### src/rtl/barrier_pkt_arbiter_if.sv
// barrier_pkt_arbiter_if
//   Bundles the two ingress word streams, their ready flags and the merged
//   egress stream of barrier_pkt_arbiter.
//   Signals:
//     in0_data/in0_ctrl/in0_wr, in0_rdy : CPU-side ingress word and ready
//     in1_data/in1_ctrl/in1_wr, in1_rdy : network-side ingress word and ready
//     out_data/out_ctrl/out_wr, out_rdy : merged egress word and downstream ready
//   Modports:
//     master : traffic source / sink side (drives ingress, consumes egress)
//     slave  : the arbiter itself
interface barrier_pkt_arbiter_if #(
    parameter int DATA_WIDTH = 64,
    parameter int CTRL_WIDTH = DATA_WIDTH / 8
);
    logic [DATA_WIDTH-1:0] in0_data;
    logic [CTRL_WIDTH-1:0] in0_ctrl;
    logic                  in0_wr;
    logic                  in0_rdy;
    logic [DATA_WIDTH-1:0] in1_data;
    logic [CTRL_WIDTH-1:0] in1_ctrl;
    logic                  in1_wr;
    logic                  in1_rdy;
    logic [DATA_WIDTH-1:0] out_data;
    logic [CTRL_WIDTH-1:0] out_ctrl;
    logic                  out_wr;
    logic                  out_rdy;

    modport master (
        output in0_data, in0_ctrl, in0_wr,
        input  in0_rdy,
        output in1_data, in1_ctrl, in1_wr,
        input  in1_rdy,
        input  out_data, out_ctrl, out_wr,
        output out_rdy
    );

    modport slave (
        input  in0_data, in0_ctrl, in0_wr,
        output in0_rdy,
        input  in1_data, in1_ctrl, in1_wr,
        output in1_rdy,
        output out_data, out_ctrl, out_wr,
        input  out_rdy
    );
endinterface

### src/rtl/barrier_pkt_arbiter.sv
// barrier_pkt_arbiter
//   Two-input packet-granular round-robin arbiter. Each input is buffered in
//   its own 2**FIFO_DEPTH_BITS-word FIFO; a grant is held from the first read
//   word until the end-of-packet word (ctrl!=0 after at least one ctrl==0
//   word), so packets never interleave on the output.
//   Ports:
//     clk      : single clock
//     reset    : asynchronous, active-high
//     bus      : barrier_pkt_arbiter_if.slave (in0/in1 ingress, out egress)
//     pkt_cnt0 : completed packets from port 0, saturating (BARRIER_PKT_CNT_EN only)
//     pkt_cnt1 : completed packets from port 1, saturating (BARRIER_PKT_CNT_EN only)
//   Build option: define BARRIER_PKT_CNT_EN to add the packet counters.
module barrier_pkt_arbiter #(
    parameter int DATA_WIDTH      = 64,
    parameter int CTRL_WIDTH      = DATA_WIDTH / 8,
    parameter int FIFO_DEPTH_BITS = 2
) (
    input  logic                 clk,
    input  logic                 reset,
    barrier_pkt_arbiter_if.slave bus
`ifdef BARRIER_PKT_CNT_EN
    ,
    output logic [15:0]          pkt_cnt0,
    output logic [15:0]          pkt_cnt1
`endif
);

    localparam int DEPTH  = 1 << FIFO_DEPTH_BITS;
    localparam int WORD_W = DATA_WIDTH + CTRL_WIDTH;

    typedef logic [FIFO_DEPTH_BITS-1:0] ptr_t;
    typedef logic [FIFO_DEPTH_BITS:0]   cnt_t;
    typedef enum logic [1:0] {IDLE, SEND0, SEND1} state_t;

    logic [WORD_W-1:0]     mem [2][DEPTH];
    ptr_t                  wr_ptr [2];
    ptr_t                  rd_ptr [2];
    cnt_t                  count  [2];
    logic [WORD_W-1:0]     wr_word [2];
    logic [1:0]            wr_req;
    logic [1:0]            wr_en;
    logic [1:0]            rd_en;
    logic [1:0]            empty;
    logic [1:0]            full;
    logic [1:0]            nearly_full;
    logic [WORD_W-1:0]     rd_word;
    logic [CTRL_WIDTH-1:0] rd_ctrl;
    logic                  pkt_done;

    state_t                state;
    logic                  last_served;
    logic                  in_payload;

    assign wr_word[0] = {bus.in0_ctrl, bus.in0_data};
    assign wr_word[1] = {bus.in1_ctrl, bus.in1_data};
    assign wr_req     = {bus.in1_wr, bus.in0_wr};

    assign bus.in0_rdy = ~nearly_full[0];
    assign bus.in1_rdy = ~nearly_full[1];

    always_comb begin
        for (int unsigned p = 0; p < 2; p++) begin
            empty[p]       = (count[p] == '0);
            full[p]        = (count[p] == cnt_t'(DEPTH));
            nearly_full[p] = (count[p] >= cnt_t'(DEPTH - 1));
        end
        // A write into a full FIFO is dropped even if a read frees a slot
        // in the same cycle.
        wr_en = wr_req & ~full;
        rd_en = '0;
        case (state)
            SEND0:   rd_en[0] = bus.out_rdy & ~empty[0];
            SEND1:   rd_en[1] = bus.out_rdy & ~empty[1];
            default: rd_en = '0;
        endcase
        rd_word  = (state == SEND1) ? mem[1][rd_ptr[1]] : mem[0][rd_ptr[0]];
        rd_ctrl  = rd_word[WORD_W-1:DATA_WIDTH];
        // End of packet: a control word read after payload in this grant.
        pkt_done = (|rd_en) && (rd_ctrl != '0) && in_payload;
    end

    // Storage is not reset; emptiness is carried entirely by the counters.
    always_ff @(posedge clk) begin
        for (int unsigned p = 0; p < 2; p++) begin
            if (wr_en[p]) begin
                mem[p][wr_ptr[p]] <= wr_word[p];
            end
        end
    end

    always_ff @(posedge clk or posedge reset) begin
        if (reset) begin
            for (int unsigned p = 0; p < 2; p++) begin
                wr_ptr[p] <= '0;
                rd_ptr[p] <= '0;
                count[p]  <= '0;
            end
        end else begin
            for (int unsigned p = 0; p < 2; p++) begin
                if (wr_en[p]) begin
                    wr_ptr[p] <= wr_ptr[p] + 1'b1;
                end
                if (rd_en[p]) begin
                    rd_ptr[p] <= rd_ptr[p] + 1'b1;
                end
                case ({wr_en[p], rd_en[p]})
                    2'b10:   count[p] <= count[p] + 1'b1;
                    2'b01:   count[p] <= count[p] - 1'b1;
                    default: count[p] <= count[p];
                endcase
            end
        end
    end

    always_ff @(posedge clk or posedge reset) begin
        if (reset) begin
            state        <= IDLE;
            last_served  <= 1'b1;
            in_payload   <= 1'b0;
            bus.out_wr   <= 1'b0;
            bus.out_data <= '0;
            bus.out_ctrl <= '0;
`ifdef BARRIER_PKT_CNT_EN
            pkt_cnt0     <= '0;
            pkt_cnt1     <= '0;
`endif
        end else begin
            bus.out_wr <= |rd_en;
            if (|rd_en) begin
                bus.out_data <= rd_word[DATA_WIDTH-1:0];
                bus.out_ctrl <= rd_ctrl;
            end

            case (state)
                IDLE: begin
                    in_payload <= 1'b0;
                    if (!empty[0] && !empty[1]) begin
                        state <= last_served ? SEND0 : SEND1;
                    end else if (!empty[0]) begin
                        state <= SEND0;
                    end else if (!empty[1]) begin
                        state <= SEND1;
                    end
                end
                SEND0, SEND1: begin
                    if (pkt_done) begin
                        state       <= IDLE;
                        last_served <= (state == SEND1);
                        in_payload  <= 1'b0;
                    end else if ((|rd_en) && (rd_ctrl == '0)) begin
                        in_payload  <= 1'b1;
                    end
                end
                default: state <= IDLE;
            endcase

`ifdef BARRIER_PKT_CNT_EN
            if (pkt_done && (state == SEND0) && (pkt_cnt0 != '1)) begin
                pkt_cnt0 <= pkt_cnt0 + 1'b1;
            end
            if (pkt_done && (state == SEND1) && (pkt_cnt1 != '1)) begin
                pkt_cnt1 <= pkt_cnt1 + 1'b1;
            end
`endif
        end
    end

endmodule

### src/flat_wrapper.sv
// flat-port wrapper written by rule: the top's interface ports become plain ports
module barrier_pkt_arbiter_flat 
#(
    parameter int DATA_WIDTH      = 64,
    parameter int CTRL_WIDTH      = DATA_WIDTH / 8,
    parameter int FIFO_DEPTH_BITS = 2
)
  (clk, reset, bus_in0_data, bus_in0_ctrl, bus_in0_wr, bus_in0_rdy, bus_in1_data, bus_in1_ctrl, bus_in1_wr, bus_in1_rdy, bus_out_data, bus_out_ctrl, bus_out_wr, bus_out_rdy);
  barrier_pkt_arbiter_if #(.DATA_WIDTH(DATA_WIDTH), .CTRL_WIDTH(CTRL_WIDTH)) bus_i ();
  input  logic clk;
  input  logic reset;
  input wire logic [$bits(bus_i.in0_data)-1:0] bus_in0_data;
  input wire logic [$bits(bus_i.in0_ctrl)-1:0] bus_in0_ctrl;
  input wire logic [$bits(bus_i.in0_wr)-1:0] bus_in0_wr;
  output wire logic [$bits(bus_i.in0_rdy)-1:0] bus_in0_rdy;
  input wire logic [$bits(bus_i.in1_data)-1:0] bus_in1_data;
  input wire logic [$bits(bus_i.in1_ctrl)-1:0] bus_in1_ctrl;
  input wire logic [$bits(bus_i.in1_wr)-1:0] bus_in1_wr;
  output wire logic [$bits(bus_i.in1_rdy)-1:0] bus_in1_rdy;
  output wire logic [$bits(bus_i.out_data)-1:0] bus_out_data;
  output wire logic [$bits(bus_i.out_ctrl)-1:0] bus_out_ctrl;
  output wire logic [$bits(bus_i.out_wr)-1:0] bus_out_wr;
  input wire logic [$bits(bus_i.out_rdy)-1:0] bus_out_rdy;
  assign bus_i.in0_data = bus_in0_data;
  assign bus_i.in0_ctrl = bus_in0_ctrl;
  assign bus_i.in0_wr = bus_in0_wr;
  assign bus_in0_rdy = bus_i.in0_rdy;
  assign bus_i.in1_data = bus_in1_data;
  assign bus_i.in1_ctrl = bus_in1_ctrl;
  assign bus_i.in1_wr = bus_in1_wr;
  assign bus_in1_rdy = bus_i.in1_rdy;
  assign bus_out_data = bus_i.out_data;
  assign bus_out_ctrl = bus_i.out_ctrl;
  assign bus_out_wr = bus_i.out_wr;
  assign bus_i.out_rdy = bus_out_rdy;
  barrier_pkt_arbiter #(.DATA_WIDTH(DATA_WIDTH), .CTRL_WIDTH(CTRL_WIDTH), .FIFO_DEPTH_BITS(FIFO_DEPTH_BITS)) u_core (.clk(clk), .reset(reset), .bus(bus_i));
endmodule
### config.mk
export PLATFORM = sky130hd
export DESIGN_NAME = barrier_pkt_arbiter_flat
export DESIGN_NICKNAME = d
export VERILOG_FILES = /design/src/rtl/barrier_pkt_arbiter_if.sv /design/src/rtl/barrier_pkt_arbiter.sv /design/src/flat_wrapper.sv
export SDC_FILE = /design/constraint.sdc
export NUM_CORES = 1
export LEC_CHECK = 0
export CAP_MARGIN = 20
export CORE_MARGIN = 1
export CORE_UTILIZATION = 60
export CTS_BUF_LIST = sky130_fd_sc_hd__clkbuf_4
export DETAILED_ROUTE_END_ITERATION = 7
export GPL_ROUTABILITY_DRIVEN = 0
export PLACE_DENSITY = 0.89
export SLEW_MARGIN = 20
export SYNTH_ARGS = -nofsm -noshare
export SYNTH_HDL_FRONTEND = slang
export SYNTH_SLANG_ARGS = --single-unit
### constraint.sdc
create_clock -name clk -period 3.7 [get_ports clk]
set_input_delay 0.74 -clock clk [delete_from_list [all_inputs] [get_ports clk]]
set_output_delay 0.74 -clock clk [all_outputs]
set_load 0.01 [all_outputs]
==> out/qor.yml, run 1 <==
status: "finished clean"
hp-class: "in2async"
synthTopCellsByArea: "edfxtp_1 68%, mux4_2 12%, dfrtp_1 8.9%"
start_util: 0.608
cp_cell_sequence: "a21oi_1 > clkdlybuf4s50_1"
finalSetupViolCount: 0
ys_ff_latch: 667
reg2reg_from: "u_core.state[0]"
final.setup.tns_ns: 0
rsz0062_at_grt: "false"
synthCells: 1218
fillers: 2252
netlist_area_mm2: 0.0254
path_clk_slew_ns: 0.07
critical_path_class: "reg2out"
drive_above_1_share: 0.271
cp_max_fo: 4
ant_nets: 0
cts_max_level: 4
grtUsageTotal: 0.275
portBuffers: 223
max_slew_margin: 0.215
synth.net_count: 1383
core-area_mm2: 0.0419
final_cell_mix: "576 x edfxtp_1, 240 x clkbuf_4, 223 x clkdlybuf4s50_1"
clkSinkCount: 667
ys_seq_area_frac: 0.769
nets: 1731
grt_pass1_wl_mm: 85.6
fin_worst_skew_ns: 0.0668
cts_max_path_buffers: 3
cts_hold_buf: 0
die_x_um: 208
areaGrowthSynthToFinish_pct: 20.2
root_buffer: "clkbuf_4"
worstSkewPairLatency_ns: 0.96
irDropWorstVdd_mv: 0.547
cts_tree: "done"
critPathMaxStageDelay_ns: 0.58
finalCriticalPeriod_ns: 2.91
drv_cap: 0
slew_violations: 0
die_h_um: 208
rows: 75
antenna_found_initial: 13
post_cts_buffers: 0
final_common_cell: "edfxtp_1"
place_area_mm2: 0.0284
period_share: 0.786
syn_avg_cell_area_um2: 20.9
yosys_warnings: 0
wl_mm: 57.6
multi_input_area_mm2: 0.00544
dieArea_mm2: 0.0432
synth.top_cell.area_share: 0.680
startpoint: "u_core.count[2]"
start_kind: "flop"
power.leakage_nw: 10.6
final_area_mm2: 0.0306
drt_iter0_markers: 1304
drc_errors: 0
cp-end-kind: "output pin"
pin_count: 224
dpl.hpwl_mm: 34.9
required_ns: 2.96
grt_max_degree: 74
synthFlopType: "edfxtp_1"
synth.distinct_cells: 44
ys_async_sr_fraction: 0.136
dr_total_vias: 13530
viasPerCell: 6.03
worstPathArrival_ns: 2.17
wl_per_cell_um: 25.7
ctsResizeCount: 0
max_freq_ghz: 0.344
drtPass1Iterations: 5
cts_buffers: 158
p_per_area_mw_per_mm2: 816
hold_viol: 0
cp_slowest_cell: "clkdlybuf4s50_1"
seq_area_mm2: 0.0196
grt-ovfl-total: 0
yosysTopAreaCell: "edfxtp_1"
grt_pass1_vias: 14407
synth-edff-count: 576
tightest_slew_ns: 1.18
logic make-up (layout without fill, tap and decap cells):
family | after synthesis | after routing | synth area share
buffers and inverters | 75 | 553 | 0.0178
AO/OA/AOI/OAI | 104 | 104 | 0.0240
flip-flops | 667 | 667 | 0.769
other | 0 | 7 | 0
AND/OR/NAND/NOR | 121 | 121 | 0.0217
XOR/XNOR | 12 | 12 | 0.00413
adder cells (fa/ha/maj) | 16 | 16 | 0.00846
multiplexers | 223 | 223 | 0.154
final timing paths:
kind                                           end  slack [ns]  cells after the start
min in group clk                u_core.mem[0][504]        0.41                      1
setup / recovery                       bus_in1_rdy        0.79                      2
hold / removal                    u_core.rd_ptr[3]        0.20                      2
max in group asynchronous         u_core.rd_ptr[2]        2.58                      3
hold reg to reg                    u_core.count[0]        0.53                      1
setup reg to reg           u_core.bus.out_data[30]        0.83                      6
flip-flops by register name, indices dropped and copies added (netlist names):
signal,count
u_core.last_served,1
u_core.bus.out_data,64
u_core.bus.out_ctrl,8
u_core.count,6
u_core.mem,576
u_core.rd_ptr,4
u_core.bus.out_wr,1
u_core.wr_ptr,4
u_core.state,2
u_core.in_payload,1
where the power goes:
group	total, mW	switching, mW	leakage, nW	internal [mW]
Combinational	7.57	3.99	3.04	3.58
Sequential	11.1	0.983	6.30	10.1
Clock	6.32	2.85	1.29	3.47
stage by stage:
stage / utilization / setup slack, ns / power [mW] / std cells / hold WS (ns)
after global routing: 0.731 / 0.676 / 26.1 / 2238 / 0.178
after CTS: 0.730 / 0.716 / 25.1 / 2235 / 0.146
after detailed placement: 0.678 / 0.620 / 18.7 / 1945 / 0.521
final: 0.731 / 0.791 / 25.0 / 2242 / 0.202
after global placement: 0.678 / 0.689 / 18.3 / 1945 / 0.510
after floorplan: - / 0.379 / 15.9 / 1218 / 0.484
per-layer routing:
layer  up-vias  GRT usage  routed length [um]
li1       5724          -                   -
met1      6915      0.352               21300
met2       747      0.446               29300
met3       126     0.0892                5540
met4        18      0.101                1320
met5         -          0                 116
synth_stat cells, types with 4 or more instances:
library cell  number
nor2_1            69
a21oi_1           67
xnor2_1            7
clkbuf_1          15
a21oi_2           10
edfxtp_1         576
ha_1              14
nor2_2            10
xor2_1             5
buf_2             20
mux2i_1           84
nand2_1           16
inv_1             14
and2_1            10
nand2b_1           6
dfrtp_1           90
o21ai_0            7
mux4_2           134
buf_6             18
a31oi_1            6
buf_1              4
critical path: cells and delay by family, from the launching register on:
family	cells	cell delay [ns]
AOI/OAI and AO/OA	1	0.22
buffers and inverters	1	0.58
DFF	1	0.43
cell type report:
class	count	area share
clock buffers	240	0.0589
repair buffers	248	0.0852
inverters	15	0.00200
diodes	7	0.000573
clock inverters	50	0.0131
flip-flops and latches	667	0.640
multi-input cells	476	0.178
well taps	539	0.0220
(Power assumes the default switching activity.)
==> inputs of run 2 (changes only) <==
--- a/config.mk
+++ b/config.mk
@@ -7,11 +7,11 @@
 export LEC_CHECK = 0
 export CAP_MARGIN = 20
 export CORE_MARGIN = 1
-export CORE_UTILIZATION = 60
+export CORE_UTILIZATION = 54
 export CTS_BUF_LIST = sky130_fd_sc_hd__clkbuf_4
 export DETAILED_ROUTE_END_ITERATION = 7
 export GPL_ROUTABILITY_DRIVEN = 0
-export PLACE_DENSITY = 0.89
+export PLACE_DENSITY = 0.85
 export SLEW_MARGIN = 20
 export SYNTH_ARGS = -nofsm -noshare
 export SYNTH_HDL_FRONTEND = slang
==> constraint.sdc (replaced) <==
create_clock -name clk -period 2.4 [get_ports clk]
set_input_delay 0.48 -clock clk [delete_from_list [all_inputs] [get_ports clk]]
set_output_delay 0.48 -clock clk [all_outputs]
set_load 0.01 [all_outputs]
==> out/qor.yml, run 2 (synthesized netlist as in run 1, its figures left out) <==
critPathMaxStageDelay_ns: 0.57  # about the same
worstPathArrival_ns: 3.23  # +1.06 ns
cp_slowest_cell: "dfrtp_4"
p_total_mw: 38.6  # +55%
r2r_cells: 6  # unchanged
cts_tree: "done"
finalSetupViolCount: 0  # unchanged
grt_pass1_wl_mm: 82.5  # -3.7%
dr_total_vias: 13297  # -1.7%
nets: 1769  # +2.2%
slew_violations: 0  # unchanged
grt-ovfl-total: 0  # unchanged
wl_per_cell_um: 23.6  # -8.1%
critical_path_class: "reg2reg"
path_clk_slew_ns: 0.07  # about the same
final_area_mm2: 0.0311  # +1.7%
hp-start: "bus_in1_ctrl[0]"
irDropWorstVdd_mv: 1.20  # +120%
min_delay_path_depth: 1
final_cell_mix: "576 x edfxtp_1, 259 x clkbuf_4, 148 x clkdlybuf4s50_1"
dpl.hpwl_mm: 33.3  # -4.4%
pre_cts_ws_ns: -0.0922  # -0.712 ns
drtPass1Iterations: 6  # +1
wl_mm: 55.7  # -3.3%
clkSinkCount: 667  # unchanged
cts_max_path_buffers: 3  # unchanged
holdPathEnd: "u_core.mem[0][352]"
fin_worst_skew_ns: 0.0701  # +0.00333 ns
areaGrowthSynthToFinish_pct: 22.3
finalCriticalPeriod_ns: 2.36
core-area_mm2: 0.0466  # +11%
final.setup.tns_ns: 0  # unchanged
place_area_mm2: 0.0288  # +1.5%
final_common_cell: "edfxtp_1"
setup_ws_ns: 0.0417  # -0.750 ns
viasPerCell: 5.64  # -6.6%
grt_pass1_vias: 14288  # -0.83%
rows: 79  # +5.3%
start_util: 0.546  # -0.0614
p_per_area_mw_per_mm2: 1240  # +52%
drv_cap: 0  # unchanged
drive_above_1_share: 0.294  # +0.0232
ant_nets: 0  # unchanged
r2r-end: "u_core.in_payload"
cts_buffers: 164  # +3.8%
drt_iter0_markers: 1023  # -22%
hold_ws_ns: 0.109  # -0.0939 ns
required_ns: 3.28  # +0.32 ns
antenna_found_initial: 15  # +2
die_h_um: 219  # +5.4%
portBuffers: 223  # unchanged
hp-class: "in2reg"
start_kind: "flop"
tightest_slew_ns: 0.684  # -0.493 ns
worstSkewPairLatency_ns: 1.01  # +0.05 ns
hold_viol: 0  # unchanged
cts_max_level: 4  # unchanged
die_x_um: 219  # +5.4%
grt_max_degree: 77  # +4.1%
power.leakage_nw: 10.9  # +3.0%
root_buffer: "clkbuf_4"
drc_errors: 0  # unchanged
fillers: 2980  # +32%
period_share: 0.983
largest_reg_flops: 576  # unchanged
reg2reg_from: "u_core.rd_ptr[3]"
cp_max_fo: 11  # +7
pin_count: 224  # unchanged
cp-end-kind: "flop"
rrSetupSlack_ns: 0.04  # -0.79 ns
dieArea_mm2: 0.0480  # +11%
cp_cell_sequence: "mux2i_1 > o22ai_1 > a311oi_2 > o2111ai_2 > buf_4 > o41ai_1"
status: "finished clean"
max_slew_margin: 0.544  # +0.329
max_freq_ghz: 0.424
grtUsageTotal: 0.240  # -0.0349
==> run 2: stage by stage <==
step	util	cells
detailed placement	0.619	2035
CTS	0.666	2339
floorplan	-	1218
global route	0.668	2353
global placement	0.619	2035
finish	0.668	2359
==> run 2: metal layers <==
| metal | up-vias | global-route usage | part of all wire |
|---|---|---|---|
| met1 | 6812 | 0.296 | 0.39 |
| met5 | - | 0 | 0.0018 |
| met3 | 104 | 0.0816 | 0.078 |
| met4 | 16 | 0.0856 | 0.017 |
| met2 | 557 | 0.396 | 0.51 |
| li1 | 5808 | - | - |
==> run 2: how the worst max path moves through the flow <==
stage	start	to	slack, ns	cells after the start
2_1_floorplan	bus_in1_wr	u_core.mem[0][288]	0.11	3
3_3_place_gp	bus_out_rdy	u_core.count[2]	0.09	9
3_5_place_dp	u_core.state[0]	u_core.state[0]	-0.09	8
4_1_cts	u_core.count[3]	bus_in0_rdy	0.02	3
5_1_grt	u_core.state[0]	u_core.in_payload	-0.03	8
6_report	u_core.rd_ptr[3]	u_core.in_payload	0.04	6
==> run 2: power by group <==
group / leakage, nW / switching [mW] / internal (mW)
Clock: 1.35 / 4.38 / 5.54
Combinational: 3.30 / 6.55 / 5.52
Sequential: 6.30 / 1.04 / 15.5
==> run 2: worst max-delay path, delay by kind of cell, from the launching register on <==
family	cells	cell delay, ns
AO/OA/AOI/OAI	4	1.16
flip-flops	1	0.57
multiplexers	1	0.30
buffers and inverters	1	0.19
==> run 2: layout make-up <==
class	count	area, um2	area share
clock buffers	259	1940	0.0625
well taps	607	759	0.0244
multi-input cells	476	5470	0.176
flip-flops and latches	667	19600	0.630
repair buffers	280	2940	0.0945
inverters	15	62.6	0.00201
clock inverters	42	320	0.0103
diodes	13	32.5	0.00105
==> run 2: timing repair <==
action / CTS / global route
hold endpoints to repair: 90 / 0
hold buffers: 1 / 0
setup endpoints to repair: 77 / 3
gates resized for setup: 83 / 5
pin swaps: 0 / 3
buffers inserted: 2 / 7
==> inputs of run 3 (changes only) <==
--- a/config.mk
+++ b/config.mk
@@ -7,11 +7,11 @@
 export LEC_CHECK = 0
 export CAP_MARGIN = 20
 export CORE_MARGIN = 1
-export CORE_UTILIZATION = 54
+export CORE_UTILIZATION = 60
 export CTS_BUF_LIST = sky130_fd_sc_hd__clkbuf_4
 export DETAILED_ROUTE_END_ITERATION = 7
 export GPL_ROUTABILITY_DRIVEN = 0
-export PLACE_DENSITY = 0.85
+export PLACE_DENSITY = 0.89
 export SLEW_MARGIN = 20
 export SYNTH_ARGS = -nofsm -noshare
 export SYNTH_HDL_FRONTEND = slang
==> constraint.sdc (replaced) <==
create_clock -name clk -period 3 [get_ports clk]
set_input_delay 0.6 -clock clk [delete_from_list [all_inputs] [get_ports clk]]
set_output_delay 0.6 -clock clk [all_outputs]
set_load 0.01 [all_outputs]
==> out/qor.yml, run 3 (synthesized netlist as in run 1, its figures left out) <==
die_h_um: 208  # -5.1%
setup_ws_ns: 0.211  # +0.170 ns
final.setup.tns_ns: 0  # unchanged
fillers: 2395  # -20%
cts_buffers: 158  # -3.7%
largest_reg_flops: 576  # unchanged
viasPerCell: 5.93  # +5.2%
start_util: 0.608  # +0.0614
r2r-end: "u_core.state[0]"
path_clk_slew_ns: 0.07  # about the same
ant_nets: 0  # unchanged
switchingPower_mw: 9.53  # -20%
period_share: 0.930  # -0.0531
fin_worst_skew_ns: 0.0619  # -0.00823 ns
wl_mm: 56.3  # +1.0%
portBuffers: 223  # unchanged
p_seq_frac: 0.437  # +0.007
rows: 75  # -5.1%
finalNonFillerCells: 2259  # -4.2%
worstSkewPairLatency_ns: 0.88  # -0.13 ns
hold_ws_ns: 0.350  # +0.241 ns
grt_pass1_vias: 14297  # +0.063%
cp-end-kind: "flop"
dr_total_vias: 13399  # +0.77%
hp-start: "bus_in1_data[8]"
start_kind: "flop"
slew_violations: 0  # unchanged
drv_cap: 0  # unchanged
seq_area_mm2: 0.0196  # unchanged
drive_above_1_share: 0.274  # -0.0202
placed_cells_incl_taps: 1959  # -3.7%
irDropWorstVdd_mv: 0.678  # -43%
pre_cts_ws_ns: 0.266  # +0.358 ns
drt_iter0_markers: 1084  # +6.0%
nets: 1746  # -1.3%
required_ns: 3.73  # +0.45 ns
p_per_area_mw_per_mm2: 993  # -20%
power.leakage_nw: 10.7  # -2.3%
hp-class: "in2reg"
pin_count: 224  # unchanged
areaGrowthSynthToFinish_pct: 20.6
grt_pass1_wl_mm: 83.9  # +1.8%
clockPowerShare: 0.242  # -0.015
r2r_cells: 8  # +2
p_comb_frac: 0.320  # +0.007
final_area_mm2: 0.0307  # -1.4%
root_buffer: "clkbuf_4"
place_area_mm2: 0.0286  # -0.86%
rrSetupSlack_ns: 0.21  # +0.17 ns
dpl.hpwl_mm: 33.5  # +0.65%
reg2reg_from: "u_core.state[0]"
antenna_found_initial: 12  # -3
wl_per_cell_um: 24.9  # +5.5%
finalCriticalPeriod_ns: 2.79  # +0.430 ns
max_slew_margin: 0.430  # -0.114
grt-ovfl-total: 0  # unchanged
rsz0062_at_grt: "false"
grt_max_degree: 60  # -22%
max_freq_ghz: 0.359  # -15%
final_cell_mix: "576 x edfxtp_1, 243 x clkbuf_4, 223 x clkdlybuf4s50_1"
clkSinkCount: 667  # unchanged
hold_viol: 0  # unchanged
drc_errors: 0  # unchanged
tightest_slew_ns: 0.855  # +0.170 ns
final_common_cell: "edfxtp_1"
p_total_mw: 30.5  # -21%
final_util: 0.733  # +0.0647
core-area_mm2: 0.0419  # -10%
cts_max_path_buffers: 3  # unchanged
die_x_um: 208  # -5.1%
holdPathEnd: "u_core.mem[0][512]"
dieArea_mm2: 0.0432  # -9.9%
finalSetupViolCount: 0  # unchanged
drtPass1Iterations: 5  # -1
cts_max_level: 4  # unchanged
worstPathArrival_ns: 3.52  # +0.29 ns
p_sw_frac: 0.313  # +0.00233
internal-power_mw: 20.9  # -21%
cts_tree: "done"
critical_path_class: "reg2reg"
status: "finished clean"
min_delay_path_depth: 1  # unchanged
grtUsageTotal: 0.269  # +0.0287
cp_max_fo: 15  # +4
multi_input_area_mm2: 0.00544  # -0.62%
==> run 3: how the worst max path moves through the flow <==
stage | from | end | cells after the start
finish | u_core.state[0] | u_core.state[0] | 8
global route | u_core.state[0] | u_core.last_served | 8
CTS | u_core.count[3] | bus_in0_rdy | 2
detailed placement | u_core.state[0] | u_core.state[0] | 8
global placement | bus_in0_wr | u_core.count[5] | 9
floorplan | reset | u_core.bus.out_ctrl[0] | 1
==> run 3: final cells by class <==
cell class | instances | area share
multi-input cells | 476 | 0.177
clock inverters | 50 | 0.00881
inverters | 15 | 0.00200
diodes | 6 | 0.000489
repair buffers | 263 | 0.0916
clock buffers | 243 | 0.0595
well taps | 539 | 0.0220
flip-flops and latches | 667 | 0.638
==> run 3: routing by layer <==
layer  share of wire  track usage  vias up
li1                -            -     5764
met2            0.50        0.436      644
met5          0.0015            0        -
met1            0.39        0.345     6860
met4           0.021        0.102       12
met3           0.088       0.0833      119
==> run 3: repair_timing <==
| action | 4_1_cts | 5_1_grt |
|---|---|---|
| resized for setup | 0 | 0 |
| hold endpoints to repair | 9 | 0 |
| hold buffers | 1 | 0 |
| endpoints found under the setup margin | 0 | 0 |
| setup buffers | 0 | 0 |
==> run 3: power groups by stage <==
stage	Sequential (mW)	Clock (mW)	Combinational (mW)
final	13.3	7.39	9.76
after global routing	13.5	8.01	10.4
after CTS	13.3	7.56	9.83
after detailed placement	13.5	0	9.79
after global placement	13.3	0	9.43
after floorplan	13.4	0	6.12
==> run 3: worst max-delay path, stage by stage (launching register included) <==
cell and delay, ns:
dfrtp_1 0.41, inv_1 0.12, ha_1 0.50, nand2b_1 0.30
o22ai_1 0.14, a311oi_1 0.28, o2111ai_1 0.26, o211ai_2 0.28
mux2_1 0.36
